[src/rtl/systolic_writeback.sv]
// Collects per-row result beats from a systolic array into N2-word row segments and
// drains them in row order with matrix addressing. Define WB_OVF_DETECT_EN for the sticky overflow flag.
module systolic_writeback_row #(
  parameter int D_W_ACC = 16,
  parameter int N2      = 4
) (
  input  logic                     clk,
  input  logic                     rst,
  input  logic [D_W_ACC-1:0]       d,
  input  logic                     vld,
  input  logic                     pop,
  output logic                     nonempty,
  output logic [N2*D_W_ACC-1:0]    head
`ifdef WB_OVF_DETECT_EN
  , output logic                   drop
`endif
);
  localparam int KW = (N2 > 1) ? $clog2(N2) : 1;

  logic [KW-1:0]                    k;
  logic [N2-1:0][D_W_ACC-1:0]       slot, seg;
  logic [1:0][N2-1:0][D_W_ACC-1:0]  mem;
  logic                             rd_ptr, wr_ptr;
  logic [1:0]                       cnt;
  logic                             push, full, push_ok, pop_ok;

  assign push    = vld && (k == KW'(N2-1));
  assign full    = (cnt == 2'd2);
  assign pop_ok  = pop && (cnt != 2'd0);
  // a full FIFO still accepts a push when it is popped in the same cycle
  assign push_ok = push && (!full || pop_ok);

  always_comb begin
    seg    = slot;
    seg[k] = d;
  end

  always_ff @(posedge clk or negedge rst) begin
    if (!rst) begin
      k      <= '0;
      slot   <= '0;
      mem    <= '0;
      rd_ptr <= 1'b0;
      wr_ptr <= 1'b0;
      cnt    <= 2'd0;
    end else begin
      if (vld) begin
        slot[k] <= d;
        k       <= (k == KW'(N2-1)) ? '0 : k + 1'b1;
      end
      if (push_ok) begin
        mem[wr_ptr] <= seg;
        wr_ptr      <= ~wr_ptr;
      end
      if (pop_ok) rd_ptr <= ~rd_ptr;
      case ({push_ok, pop_ok})
        2'b10:   cnt <= cnt + 2'd1;
        2'b01:   cnt <= cnt - 2'd1;
        default: cnt <= cnt;
      endcase
    end
  end

  assign nonempty = (cnt != 2'd0);
  assign head     = mem[rd_ptr];
`ifdef WB_OVF_DETECT_EN
  assign drop     = push && full && !pop_ok;
`endif
endmodule

module systolic_writeback #(
  parameter int D_W_ACC = 16,
  parameter int N1      = 4,
  parameter int N2      = 4,
  parameter int M       = 8
) (
  input  logic                             clk,
  input  logic                             rst,
  input  logic [N1-1:0][D_W_ACC-1:0]       D,
  input  logic [N1-1:0]                    valid_D,
  output logic                             wr_valid,
  input  logic                             wr_ready,
  output logic [$clog2(M*M/N2)-1:0]        wr_addr,
  output logic [N2*D_W_ACC-1:0]            wr_data,
  output logic                             done,
  output logic                             ovf
);
  localparam int AW  = $clog2(M*M/N2);
  localparam int SW  = N2*D_W_ACC;
  localparam int RW  = (N1 > 1) ? $clog2(N1) : 1;
  localparam int SCW = ((M/N2) > 1) ? $clog2(M/N2) : 1;
  localparam int SRW = ((M/N1) > 1) ? $clog2(M/N1) : 1;

  logic [RW-1:0]           r;
  logic [SCW-1:0]          sc;
  logic [SRW-1:0]          sr;
  logic [N1-1:0]           nonempty, pop;
  logic [N1-1:0][SW-1:0]   head;
  logic                    accept, r_last, sc_last, sr_last;

  assign wr_valid = nonempty[r];
  assign wr_data  = head[r];
  assign accept   = wr_valid && wr_ready;
  assign r_last   = (r  == RW'(N1-1));
  assign sc_last  = (sc == SCW'(M/N2-1));
  assign sr_last  = (sr == SRW'(M/N1-1));
  assign wr_addr  = AW'((32'(sr) * 32'(N1) + 32'(r)) * 32'(M/N2) + 32'(sc));

`ifdef WB_OVF_DETECT_EN
  logic [N1-1:0] drop;
`endif

  for (genvar i = 0; i < N1; i++) begin : g_row
    assign pop[i] = accept && (r == RW'(i));
    systolic_writeback_row #(.D_W_ACC(D_W_ACC), .N2(N2)) u_row (
      .clk      (clk),
      .rst      (rst),
      .d        (D[i]),
      .vld      (valid_D[i]),
      .pop      (pop[i]),
      .nonempty (nonempty[i]),
      .head     (head[i])
`ifdef WB_OVF_DETECT_EN
      , .drop   (drop[i])
`endif
    );
  end

  // row pointer is the fastest-moving address digit, then column slice, then row slice
  always_ff @(posedge clk or negedge rst) begin
    if (!rst) begin
      r    <= '0;
      sc   <= '0;
      sr   <= '0;
      done <= 1'b0;
    end else begin
      done <= accept && r_last && sc_last && sr_last;
      if (accept) begin
        r <= r_last ? '0 : r + 1'b1;
        if (r_last) begin
          sc <= sc_last ? '0 : sc + 1'b1;
          if (sc_last) sr <= sr_last ? '0 : sr + 1'b1;
        end
      end
    end
  end

`ifdef WB_OVF_DETECT_EN
  always_ff @(posedge clk or negedge rst) begin
    if (!rst) ovf <= 1'b0;
    else if (|drop) ovf <= 1'b1;
  end
`else
  assign ovf = 1'b0;
`endif
endmodule

[config.mk]
export PLATFORM = sky130hd
export DESIGN_NAME = systolic_writeback
export DESIGN_NICKNAME = d
export VERILOG_FILES = /design/src/rtl/systolic_writeback.sv
export SDC_FILE = /design/constraint.sdc
export NUM_CORES = 1
export LEC_CHECK = 0
export ABC_AREA = 0
export CAP_MARGIN = 20
export CORE_MARGIN = 1.5
export CORE_UTILIZATION = 60
export CTS_CLUSTER_SIZE = 20
export DETAILED_ROUTE_END_ITERATION = 6
export DONT_BUFFER_PORTS = 1
export PLACE_DENSITY = 0.77
export SYNTH_ARGS = -nofsm -noshare
export SYNTH_HDL_FRONTEND = slang
export SYNTH_HIERARCHICAL = 1
export SYNTH_SLANG_ARGS = --single-unit
[constraint.sdc]
create_clock -name clk -period 3.1 [get_ports clk]
set_input_delay 0.31 -clock clk [delete_from_list [all_inputs] [get_ports clk]]
set_output_delay 0.31 -clock clk [all_outputs]
set_load 0.05 [all_outputs]
==> Flow_metrics.wiki, run 1 <==
{| class="wikitable"
! Metric !! Value
|-
| Status || finished, violations left
|-
| Violations in the final reports || hold timing
|-
| Endpoint of the lowest-slack register-to-register path || g_row[0].u_row/mem[106]
|-
| Core Region || 64200 sq um
|-
| Largest cells by area after synthesis || sky130_fd_sc_hd__dfrtp_1 51%, sky130_fd_sc_hd__mux2_2 30%, sky130_fd_sc_hd__mux2_4 9.3%
|-
| Total setup violations reported at the end of the flow || 0
|-
| Overall power after layout || 0.0534 W
|-
| Count of H-tree levels built during CTS || 3
|-
| Startpoint types || register
|-
| Required time of the critical path || 3.62 ns
|-
| Synth Area in Adders || 0.00773
|-
| WL per Instance || 28.3 microns
|-
| Share of synthesized flip-flops with an asynchronous set or reset || 1.00
|-
| Width of the die || 257 microns
|-
| Most common flop cell mapped by yosys || sky130_fd_sc_hd__dfrtp_1
|-
| Die ar. || 66200 sq um
|-
| Post-CTS setup-driven buffer insertion count || 0
|-
| Number of nets in the layout || 2592
|-
| Count of routing violations after the opening detailed-route iteration || 1467
|-
| Number of nets in the synthesized netlist || 2528
|-
| DR pass1 iterations || 5
|-
| HPWL after detailed placement || 63200 microns
|-
| Post-synthesis instance area || 38800 sq um
|-
| Worst hold path class || in -> async
|-
| Vias in the first global route || 22733
|-
| Initial cell density of the core || 0.604
|-
| Routed Antenna Nets || 0
|-
| Largest fanout of any net on the critical path || 16
|-
| Worst-case headroom to the max-slew limit || 0.0336
|-
| Final hold viol count || 232
|-
| Share of power burned in registers || 0.343
|-
| Antenna violations before repair || 16
|-
| Actual slew at the worst max-slew pin || 1.45 ns
|-
| Routability cong. || 0.832
|-
| Number of distinct library cells after synthesis || 32
|-
| Gate Count Post-Synth || 2433
|-
| Total Neg Setup Slack || 0 ns
|-
| Final critical delay including setup and external delays || 2.97 ns
|-
| Overall die height || 257 microns
|-
| Cell types with the highest counts after synthesis || 1025 x sky130_fd_sc_hd__mux2_2, 797 x sky130_fd_sc_hd__dfrtp_1, 240 x sky130_fd_sc_hd__mux2_4
|-
| Fin area || 43100 sq um
|-
| Post-DR vias/cell || 6.13
|-
| Maximum clock frequency || 0.336 GHz
|-
| Number of enable flip-flop cells after synthesis || 0
|-
| Simple-gate area share of the yosys netlist || 0.0111
|-
| Total internal power || 0.0332 W
|-
| Combinational family with the most area after synthesis || multiplexers
|-
| Share of power burned in combinational logic || 0.468
|-
| Dpl cell area || 39600 sq um
|-
| Finished Core Util || 0.671
|-
| Reg-to-reg slack, setup || 0.13 ns
|-
| Setup repair after global routing missed its margin || no
|-
| Yosys top cell by area || sky130_fd_sc_hd__dfrtp_1
|-
| I/O pin total || 142
|-
| Fraction of synthesized area in multiplexers || 0.434
|-
| XOR/XNOR Fraction of Synth Area || 0.00496
|-
| Max Clock Skew || 0.0275 ns
|-
| CP Data Arrival Time || 3.50 ns
|-
| Maximum clock path buffer count || 3
|-
| Max Slew Vio Count || 0
|-
| Critical path startpoint || g_row[2].u_row/cnt[0]
|-
| Count of hold buffers inserted by post-cts repair || 69
|-
| Maximum number of pins on one net before global-route repair || 798
|-
| Worst-skew pair later-pin latency || 0.65 ns
|-
| Standard-cell row count || 93
|-
| Wire length of the first global-routing pass || 147000 microns
|-
| Routed via count || 20986
|-
| Yosys warnings || 6
|-
| Number of buffers added on ports || 0
|-
| Post-synthesis compound-gate area fraction || 0.00229
|-
| Part of the power in the clock network || 0.188
|-
| Share of the synthesized area in the top cell type || 0.514
|-
| Switching share of power || 0.377
|-
| Fraction of layout instances using a drive strength above 1 || 0.608
|-
| Startpoint of the lowest-slack register-to-register path || g_row[2].u_row/cnt[0]
|-
| Period utilisation layout || 0.960
|-
| Pleak || 19.4 nW
|-
| Seq cells post-synth || 797
|-
| Total Wirelength || 97000 microns
|-
| Clk pin slew, worst setup/hold paths || 0.06 ns
|-
| Filler cells || 4412
|-
| Peak VDD IR || 0.000852 V
|-
| Global router's overall resource usage || 0.297
|-
| Synthesis-to-finish area growth || 11.1%
|-
| P per Cell Area || 1240 nW/um^2
|-
| Number of buffers created by CTS || 84
|-
| Seq/Total Area, Yosys || 0.514
|-
| Critical Path End Type || register
|-
| Total number of clock tree sinks || 797
|-
| Synthesized area divided by synthesized cell count || 16.0 sq um
|-
| Count of max-cap constraint violations || 0
|-
| GRT overflow || 0
|-
| Clock tree from TritonCTS || done
|-
| Worst Setup Path Type || reg -> reg
|-
| Final hold slack || -0.395 ns
|-
| Root buffer selected by CTS || sky130_fd_sc_hd__clkbuf_16
|-
| Switching power summed over all nets || 0.0201 W
|-
| Final routed DRC violation total || 0
|-
| Most numerous cell in the Yosys netlist || sky130_fd_sc_hd__mux2_2
|-
| Cell depth of the worst flop-to-flop path || 9
|}
## metal layers
layer / track usage / wire length [microns] / up-vias
met5: 0 / 9 / -
met4: 0.0968 / 2960 / 2
met3: 0.0625 / 6520 / 155
met2: 0.457 / 44900 / 536
met1: 0.424 / 42600 / 11308
li1: - / - / 8985
## through the flow
| step | cells | hold slack, ns | setup slack, ns |
|---|---|---|---|
| 5_1_grt | 3421 | -0.0849 | 0.000583 |
| 2_1_floorplan | 2433 | 0.0144 | 0.239 |
| 4_1_cts | 3411 | -0.618 | 0.00895 |
| 3_3_place_gp | 3193 | 0.0777 | 0.220 |
| 6_report | 3424 | -0.395 | 0.125 |
| 3_5_place_dp | 3193 | 0.0723 | 0.177 |
## how the worst max path moves through the flow
stage / to / slack (ns)
after global routing: wr_data[55] / 0.0006
final: g_row[0].u_row/mem[106] / 0.13
after CTS: wr_data[59] / 0.009
after global placement: g_row[0].u_row/mem[109] / 0.22
after detailed placement: g_row[0].u_row/mem[102] / 0.18
after floorplan: g_row[0].u_row/mem[100] / 0.24
## flip-flops by register name (all words and copies together) (netlist names)
register / cells
g_row.u_row/wr_ptr: 4
g_row.u_row/slot: 256
g_row.u_row/k: 8
g_row.u_row/cnt: 8
r: 2
sc: 1
g_row.u_row/mem: 512
done: 1
g_row.u_row/rd_ptr: 4
sr: 1
## cell type report
cell class,instances,area (sq um),share of cell area
Sequential cell,797,20000,0.463
Multi-Input combinational cell,1473,17900,0.414
Clock buffer,125,2510,0.0582
Timing Repair Buffer,130,1430,0.0332
Tap cell,855,1070,0.0248
Clock inverter,24,235,0.00545
Inverter,11,41.3,0.000957
Antenna cell,9,22.5,0.000522
## critical path, stage by stage, from the launching register on
cell and delay, ns:
sky130_fd_sc_hd__dfrtp_1 0.43, sky130_fd_sc_hd__or2_2 0.34, sky130_fd_sc_hd__mux2i_4 0.26, sky130_fd_sc_hd__mux2i_4 0.14, sky130_fd_sc_hd__and3_1 0.22, sky130_fd_sc_hd__nor3b_2 0.37, sky130_fd_sc_hd__buf_4 0.21, sky130_fd_sc_hd__or3b_4 0.32
sky130_fd_sc_hd__buf_12 0.23, sky130_fd_sc_hd__mux2_4 0.31
## placed cells by master, fill, tap and decap left out, types with 5 or more instances in the layout
master / count
sky130_fd_sc_hd__inv_1: 11
sky130_fd_sc_hd__mux4_2: 64
sky130_fd_sc_hd__dfrtp_1: 791
sky130_fd_sc_hd__mux2_1: 16
sky130_fd_sc_hd__or2_2: 8
sky130_fd_sc_hd__ha_1: 24
sky130_fd_sc_hd__o21ai_0: 9
sky130_fd_sc_hd__clkbuf_16: 86
sky130_fd_sc_hd__diode_2: 9
sky130_fd_sc_hd__xor2_1: 10
sky130_fd_sc_hd__mux2_4: 240
sky130_fd_sc_hd__mux2_2: 1025
sky130_fd_sc_hd__buf_12: 16
sky130_fd_sc_hd__clkbuf_1: 18
sky130_fd_sc_hd__dlygate4sd3_1: 69
sky130_fd_sc_hd__nor2_1: 8
sky130_fd_sc_hd__buf_4: 40
sky130_fd_sc_hd__and2_1: 5
sky130_fd_sc_hd__clkbuf_8: 21
sky130_fd_sc_hd__nand2_1: 21
sky130_fd_sc_hd__clkinv_2: 11
sky130_fd_sc_hd__xnor2_1: 12
## cells by family after synthesis
| logic type | after synthesis |
|---|---|
| mux | 1348 |
| flops | 797 |
| buf+inv | 163 |
| simple gates | 65 |
| fa+ha+maj | 24 |
| xor+xnor | 22 |
| compound gates | 13 |
| other cells | 1 |
## repair_timing
action,CTS,global route
hold endpoints to repair,1561,148
endpoints found under the setup margin,40,2
resized for setup,1,1
cloned,0,0
## power by group through the flow
stage / combinational (W) / clock (W) / sequential (W)
5_1_grt: 0.0261 / 0.0106 / 0.0189
4_1_cts: 0.0247 / 0.0102 / 0.0182
6_report: 0.0250 / 0.0101 / 0.0183
3_5_place_dp: 0.0244 / 0 / 0.0183
2_1_floorplan: 0.0193 / 0 / 0.0173
3_3_place_gp: 0.0238 / 0 / 0.0180
Note: power is estimated with default switching activity, not from simulation.
==> run 2, diff against run 1 <==
--- a/config.mk
+++ b/config.mk
@@ -15,5 +15,4 @@
 export PLACE_DENSITY = 0.77
 export SYNTH_ARGS = -nofsm -noshare
 export SYNTH_HDL_FRONTEND = slang
-export SYNTH_HIERARCHICAL = 1
 export SYNTH_SLANG_ARGS = --single-unit
==> Flow_metrics.wiki, run 2 <==
{| class="wikitable"
! Metric !! Value
|-
| Seq cells post-synth || 797
|-
| Post-synthesis compound-gate area fraction || 0.00536
|-
| Count of routing violations after the opening detailed-route iteration || 1689
|-
| Critical Path End Type || output pin
|-
| I/O pin total || 142
|-
| Gate Count Post-Synth || 2523
|-
| Status || finished, violations left
|-
| Cell types with the highest counts after synthesis || 1004 x sky130_fd_sc_hd__mux2_2, 797 x sky130_fd_sc_hd__dfrtp_1, 256 x sky130_fd_sc_hd__mux2i_1
|-
| Final hold slack || -0.620 ns
|-
| Largest fanout of any net on the critical path || 13
|-
| Synth Area in Adders || 0.00794
|-
| Total number of clock tree sinks || 797
|-
| Actual slew at the worst max-slew pin || 3.84 ns
|-
| Pleak || 18.6 nW
|-
| Number of distinct library cells after synthesis || 33
|-
| Startpoint types || register
|-
| Routed Antenna Nets || 0
|-
| Global router's overall resource usage || 0.331
|-
| Worst-skew pair later-pin latency || 0.64 ns
|-
| P per Cell Area || 1230 nW/um^2
|-
| Filler cells || 4281
|-
| Standard-cell row count || 91
|-
| Count of max-cap constraint violations || 0
|-
| Antenna violations before repair || 16
|-
| Most common flop cell mapped by yosys || sky130_fd_sc_hd__dfrtp_1
|-
| Worst-case headroom to the max-slew limit || -1.56
|-
| GRT overflow || 0
|-
| Routability cong. || 0.853
|-
| Period utilisation layout || 0.998
|-
| Clk pin slew, worst setup/hold paths || 0.06 ns
|-
| Max Clock Skew || 0.0252 ns
|-
| Startpoint of the lowest-slack register-to-register path || r[1]
|-
| Cell depth of the worst flop-to-flop path || 7
|-
| Wire length of the first global-routing pass || 154000 microns
|-
| WL per Instance || 29.6 microns
|-
| Share of synthesized flip-flops with an asynchronous set or reset || 1.00
|-
| Post-synthesis instance area || 37800 sq um
|-
| Register containing the most flip-flops in the final layout || g_row.u_row.mem
|-
| CP Data Arrival Time || 2.78 ns
|-
| Combinational family with the most area after synthesis || multiplexers
|-
| CP cell instances || buf_4 -> mux2i_2 -> mux4_2 -> clkinvlp_4
|-
| Final hold viol count || 270
|-
| Registers with the most flip-flops || g_row.u_row.mem (512), g_row.u_row.slot (256)
|-
| Largest register FFs || 512
|-
| Required time of the critical path || 2.79 ns
|-
| Simple-gate area share of the yosys netlist || 0.00996
|-
| Number of buffers created by CTS || 84
|-
| Count of cell instances traversed by the critical path || 4
|-
| Worst Setup Path Type || reg -> out
|-
| Initial cell density of the core || 0.610
|-
| Total Wirelength || 104000 microns
|-
| Largest cells by area after synthesis || sky130_fd_sc_hd__dfrtp_1 53%, sky130_fd_sc_hd__mux2_2 30%, sky130_fd_sc_hd__mux2i_1 6.8%
|-
| Seq/Total Area, Yosys || 0.528
|-
| Synthesized area divided by synthesized cell count || 15.0 sq um
|-
| Yosys top cell by area || sky130_fd_sc_hd__dfrtp_1
|-
| Max Slew Vio Count || 662
|-
| Number of buffers added on ports || 0
|-
| Yosys warnings || 0
|-
| Final critical delay including setup and external delays || 3.09 ns
|-
| Worst slack, placed || 0.352 ns
|-
| Fraction of layout instances using a drive strength above 1 || 0.489
|-
| Finished Core Util || 0.684
|-
| Highest-count cells in the layout ignoring fill and taps || 1004 x sky130_fd_sc_hd__mux2_2, 792 x sky130_fd_sc_hd__dfrtp_1, 252 x sky130_fd_sc_hd__mux2i_1, 87 x sky130_fd_sc_hd__clkbuf_16, 74 x sky130_fd_sc_hd__dlygate4sd3_1
|-
| Peak VDD IR || 0.00103 V
|-
| Cell family contributing the most delay on the critical path || multiplexers
|-
| Maximum clock path buffer count || 3
|-
| Count of hold buffers inserted by post-cts repair || 74
|-
| Final routed DRC violation total || 0
|-
| Critical path startpoint || g_row[1].u_row.rd_ptr
|-
| Violations in the final reports || hold timing, slew limit
|-
| Overall die height || 254 microns
|-
| Fin worst setup slack || 0.00625 ns
|-
| Vias in the first global route || 23272
|-
| Largest incremental delay on the critical path || 0.67 ns
|-
| Count of H-tree levels built during CTS || 3
|-
| Critical path buffers and inverters || 2
|-
| Maximum clock frequency || 0.323 GHz
|-
| Total Neg Setup Slack || 0 ns
|-
| Share of the synthesized area in the top cell type || 0.528
|-
| Setup repair after global routing missed its margin || no
|-
| Core Region || 61900 sq um
|-
| DR pass1 iterations || 4
|-
| Worst hold path class || in -> async
|-
| Clock tree from TritonCTS || done
|-
| Routed via count || 22040
|-
| Die ar. || 64500 sq um
|-
| Total setup violations reported at the end of the flow || 0
|-
| Number of enable flip-flop cells after synthesis || 0
|-
| Root buffer selected by CTS || sky130_fd_sc_hd__clkbuf_16
|-
| Post-DR vias/cell || 6.29
|-
| XOR/XNOR Fraction of Synth Area || 0.00440
|-
| HPWL after detailed placement || 65500 microns
|-
| Reg-to-reg slack, setup || 0.45 ns
|-
| Width of the die || 254 microns
|-
| Last element of the critical path || wr_data[57]
|-
| Synthesis-to-finish area growth || 12.1%
|-
| Fraction of synthesized area in multiplexers || 0.412
|-
| Number of nets in the layout || 2681
|-
| Maximum number of pins on one net before global-route repair || 798
|-
| Number of nets in the synthesized netlist || 2618
|-
| Most common library cell in the layout ignoring fill and taps || sky130_fd_sc_hd__mux2_2
|-
| Most numerous cell in the Yosys netlist || sky130_fd_sc_hd__mux2_2
|-
| Endpoint of the lowest-slack register-to-register path || g_row[3].u_row.mem[76]
|-
| Cell with the largest stage delay on the worst path || sky130_fd_sc_hd__dfrtp_4
|}
[run 2: changes by cell type in the layout (fill, tap and decap cells not counted), moves of 5 or more]
cell / delta
sky130_fd_sc_hd__clkinvlp_4: +6
sky130_fd_sc_hd__nor2_1: +9
sky130_fd_sc_hd__inv_1: +59
sky130_fd_sc_hd__xor2_1: -5
sky130_fd_sc_hd__mux2_4: -240
sky130_fd_sc_hd__mux2i_1: +252
sky130_fd_sc_hd__dlygate4sd3_1: +5
sky130_fd_sc_hd__mux2_2: -21
sky130_fd_sc_hd__diode_2: +7
sky130_fd_sc_hd__nand4_1: +11
[run 2: worst register-to-register path: stages (launching register included)]
cell	delay, ns
sky130_fd_sc_hd__dfrtp_4	0.43
sky130_fd_sc_hd__buf_12	0.45
sky130_fd_sc_hd__ha_1	0.37
sky130_fd_sc_hd__nand4_1	0.20
sky130_fd_sc_hd__nor2_1	0.17
sky130_fd_sc_hd__a22o_2	0.23
sky130_fd_sc_hd__buf_12	0.26
sky130_fd_sc_hd__mux2_2	0.45
[run 2: how the worst min path moves through the flow]
stage                              endpoint  startpoint  cells past startpoint
floorplan                              done         rst                      0
global placement     g_row[1].u_row.mem[16]         rst                      0
detailed placement   g_row[1].u_row.mem[48]         rst                      0
CTS                  g_row[0].u_row.mem[68]         rst                      0
global route         g_row[1].u_row.mem[83]         rst                      0
finish              g_row[0].u_row.slot[20]         rst                      0
[run 2: what timing repair did]
| action | in CTS | in global routing |
|---|---|---|
| gates cloned | 0 | 0 |
| endpoints found under the setup margin | 47 | 5 |
| setup buffers | 2 | 0 |
| gates resized for setup | 10 | 5 |
| endpoints found under the hold margin | 1493 | 797 |
[run 2: where the power goes]
| group | switching [W] | internal, W | leakage, nW |
|---|---|---|---|
| clock network | 0.00415 | 0.00622 | 1.41 |
| registers | 0.00294 | 0.0155 | 9.73 |
| logic | 0.0129 | 0.0104 | 7.50 |
[run 2: area by class of cell]
cell class                      instances  area, sq um  area share
Inverter                               82          342     0.00806
Tap cell                              837         1050      0.0247
Clock buffer                          129         2540      0.0601
Timing Repair Buffer                  134         1480      0.0348
Sequential cell                       797        20000       0.471
Clock inverter                         24          302     0.00712
Multi-Input combinational cell       1487        16700       0.393
Antenna cell                           16         40.0    0.000945
[run 2: metrics by stage]
step / instance area (sq um) / std cells / total power [W]
after global placement: 38600 / 3261 / 0.0401
final: 42400 / 3506 / 0.0522
after CTS: 42300 / 3490 / 0.0521
after floorplan: 37800 / 2523 / 0.0353
after detailed placement: 38600 / 3261 / 0.0412
after global routing: 42300 / 3499 / 0.0544
[run 2: per-layer routing]
layer,up-vias,share of wire,track usage,wire (microns)
met5,-,0.00062,0,64
met4,10,0.030,0.114,3150
met3,185,0.074,0.0750,7660
met2,706,0.47,0.518,48500
met1,11882,0.43,0.458,44200
li1,9257,-,-,-
[run 2: logic make-up after synthesis]
logic type,count (synthesis)
DFF,797
muxes,1345
adders and majority gates,24
AOI/OAI and AO/OA,23
other,1
and+or+nand+nor,75
xor gates and xnor gates,19
buffers and inverters,239
==> run 3, diff against run 2 <==
==> constraint.sdc (replaced) <==
create_clock -name clk -period 3.1 [get_ports clk]
set_input_delay 0.31 -clock clk [delete_from_list [all_inputs] [get_ports clk]]
set_output_delay 0.31 -clock clk [all_outputs]
set_load 0.005 [all_outputs]
==> Flow_metrics.wiki, run 3 (same netlist as run 2, synthesis figures left out) <==
{| class="wikitable"
! Metric !! Value
|-
| Status || finished, violations left
|-
| Violations in the final reports || hold timing, slew limit, setup timing
|-
| GRT overflow || 0
|-
| Area taken by multi-input logic gates || 16600 sq um
|-
| Non-filler instance count after layout || 3499
|-
| Fin worst setup slack || -1.62 ns
|-
| Routability cong. || 0.824
|-
| Overall die height || 254 microns
|-
| Finished Core Util || 0.681
|-
| Wire length of the first global-routing pass || 146000 microns
|-
| Reg-to-reg slack, setup || 0.33 ns
|-
| Routed via count || 21460
|-
| Peak VDD IR || 0.000662 V
|-
| Share of power burned in registers || 0.378
|-
| Fraction of layout instances using a drive strength above 1 || 0.485
|-
| Most common library cell in the layout ignoring fill and taps || sky130_fd_sc_hd__mux2_2
|-
| Count of hold buffers inserted by post-cts repair || 70
|-
| Register containing the most flip-flops in the final layout || g_row.u_row.mem
|-
| DR pass1 iterations || 5
|-
| Total number of clock tree sinks || 797
|-
| Pleak || 18.7 nW
|-
| Count of routing violations after the opening detailed-route iteration || 1589
|-
| Max Slew Vio Count || 735
|-
| Part of the power in the clock network || 0.211
|-
| Number of buffers created by CTS || 82
|-
| Count of H-tree levels built during CTS || 3
|-
| Vias in the first global route || 22584
|-
| Max Clock Skew || 0.0162 ns
|-
| Global router's overall resource usage || 0.307
|-
| Total internal power || 0.0319 W
|-
| Synthesis-to-finish area growth || 11.6%
|-
| Root buffer selected by CTS || sky130_fd_sc_hd__clkbuf_16
|-
| Final hold viol count || 144
|-
| Clock tree from TritonCTS || done
|-
| Antenna violations before repair || 30
|-
| Dpl cell area || 38700 sq um
|-
| Routed Antenna Nets || 0
|-
| Worst-case headroom to the max-slew limit || -2.85
|-
| Initial cell density of the core || 0.610
|-
| Die ar. || 64500 sq um
|-
| Required time of the critical path || 1.58 ns
|-
| Total Neg Setup Slack || -146.24 ns
|-
| Standard-cell row count || 91
|-
| Endpoint of the lowest-slack register-to-register path || g_row[0].u_row.mem[49]
|-
| Count of max-cap constraint violations || 0
|-
| Clk pin slew, worst setup/hold paths || 0.06 ns
|-
| Registers with the most flip-flops || g_row.u_row.mem (512), g_row.u_row.slot (256)
|-
| Core Region || 61900 sq um
|-
| Switching share of power || 0.344
|-
| Final routed DRC violation total || 0
|-
| Seq. cell area || 20000 sq um
|-
| WL per Instance || 27.5 microns
|-
| Final critical delay including setup and external delays || 4.72 ns
|-
| Fin area || 42200 sq um
|-
| Maximum number of pins on one net before global-route repair || 798
|-
| Worst hold path class || in -> async
|-
| Post-DR vias/cell || 6.13
|-
| Switching power summed over all nets || 0.0167 W
|-
| CP Data Arrival Time || 3.20 ns
|-
| Share of power burned in combinational logic || 0.411
|-
| Post-CTS setup-driven buffer insertion count || 0
|-
| Actual slew at the worst max-slew pin || 5.78 ns
|-
| P per Cell Area || 1150 nW/um^2
|-
| Number of buffers added on ports || 0
|-
| Maximum clock path buffer count || 3
|-
| Final hold slack || -0.605 ns
|-
| Largest fanout of any net on the critical path || 797
|-
| Total setup violations reported at the end of the flow || 329
|-
| Highest-count cells in the layout ignoring fill and taps || 1004 x sky130_fd_sc_hd__mux2_2, 792 x sky130_fd_sc_hd__dfrtp_1, 255 x sky130_fd_sc_hd__mux2i_1, 83 x sky130_fd_sc_hd__clkbuf_16, 79 x sky130_fd_sc_hd__inv_1
|-
| I/O pin total || 142
|-
| Worst-skew pair later-pin latency || 0.63 ns
|-
| Filler cells || 4270
|-
| Total Wirelength || 96300 microns
|-
| Cell total after placement || 3270
|-
| Period utilisation layout || 1.52
|-
| Critical Path End Type || asynchronous set/reset pin
|-
| Width of the die || 254 microns
|-
| Largest register FFs || 512
|-
| Setup repair after global routing missed its margin || no
|-
| Worst Setup Path Type || in -> async
|-
| Startpoint of the lowest-slack register-to-register path || r[1]
|-
| Startpoint types || input port
|-
| Count of cell instances traversed by the critical path || 0
|-
| HPWL after detailed placement || 64700 microns
|-
| Maximum clock frequency || 0.212 GHz
|-
| Number of nets in the layout || 2682
|-
| Cell depth of the worst flop-to-flop path || 6
|}
run 3: layer usage:
metal,track usage,vias to the layer above,wire length [microns]
met5,0,-,27
met4,0.0896,4,2570
met3,0.0569,163,4880
met2,0.479,548,45700
met1,0.442,11515,43200
li1,-,9230,-
run 3: worst reg2reg max path, delay by kind of cell, from the launching register on:
family / cells / cell delay [ns]
buffers and inverters: 3 / 0.88
AOI/OAI and AO/OA: 1 / 0.16
muxes: 2 / 1.12
DFF: 1 / 0.49
run 3: how the worst max path moves through the flow:
stage,from,to,slack (ns)
finish,rst,g_row[2].u_row.rd_ptr,-1.62
global route,r[1],wr_data[32],0.008
CTS,r[1],wr_data[21],0.09
detailed placement,r[1],g_row[0].u_row.mem[49],0.38
global placement,r[1],g_row[0].u_row.mem[62],0.42
floorplan,r[1],g_row[1].u_row.cnt[1],0.72
run 3: repair_timing:
item / in CTS / in global routing
gates resized for setup: 0 / 1
hold endpoints to repair: 1567 / 797
setup endpoints to repair: 0 / 1
run 3: cell type report:
cell class	instances	area share
flip-flops and latches	797	0.473
repair buffers	137	0.0333
well taps	837	0.0248
multi-input cells	1487	0.394
clock inverters	21	0.00827
inverters	82	0.00729
diodes	10	0.000593
clock buffers	128	0.0584
run 3: power by group through the flow:
stage          clock network (W)  registers (W)  logic [W]
5_1_grt                   0.0108         0.0190     0.0211
6_report                  0.0102         0.0184     0.0200
2_1_floorplan                  0         0.0174     0.0145
3_5_place_dp                   0         0.0185     0.0196
4_1_cts                   0.0104         0.0184     0.0199
3_3_place_gp                   0         0.0181     0.0190
run 3: per-stage QoR:
stage	setup slack, ns	power, W
global route	0.00804	0.0510
finish	-1.62	0.0487
detailed placement	0.384	0.0381
CTS	0.0856	0.0487
global placement	0.418	0.0371
floorplan	0.723	0.0319
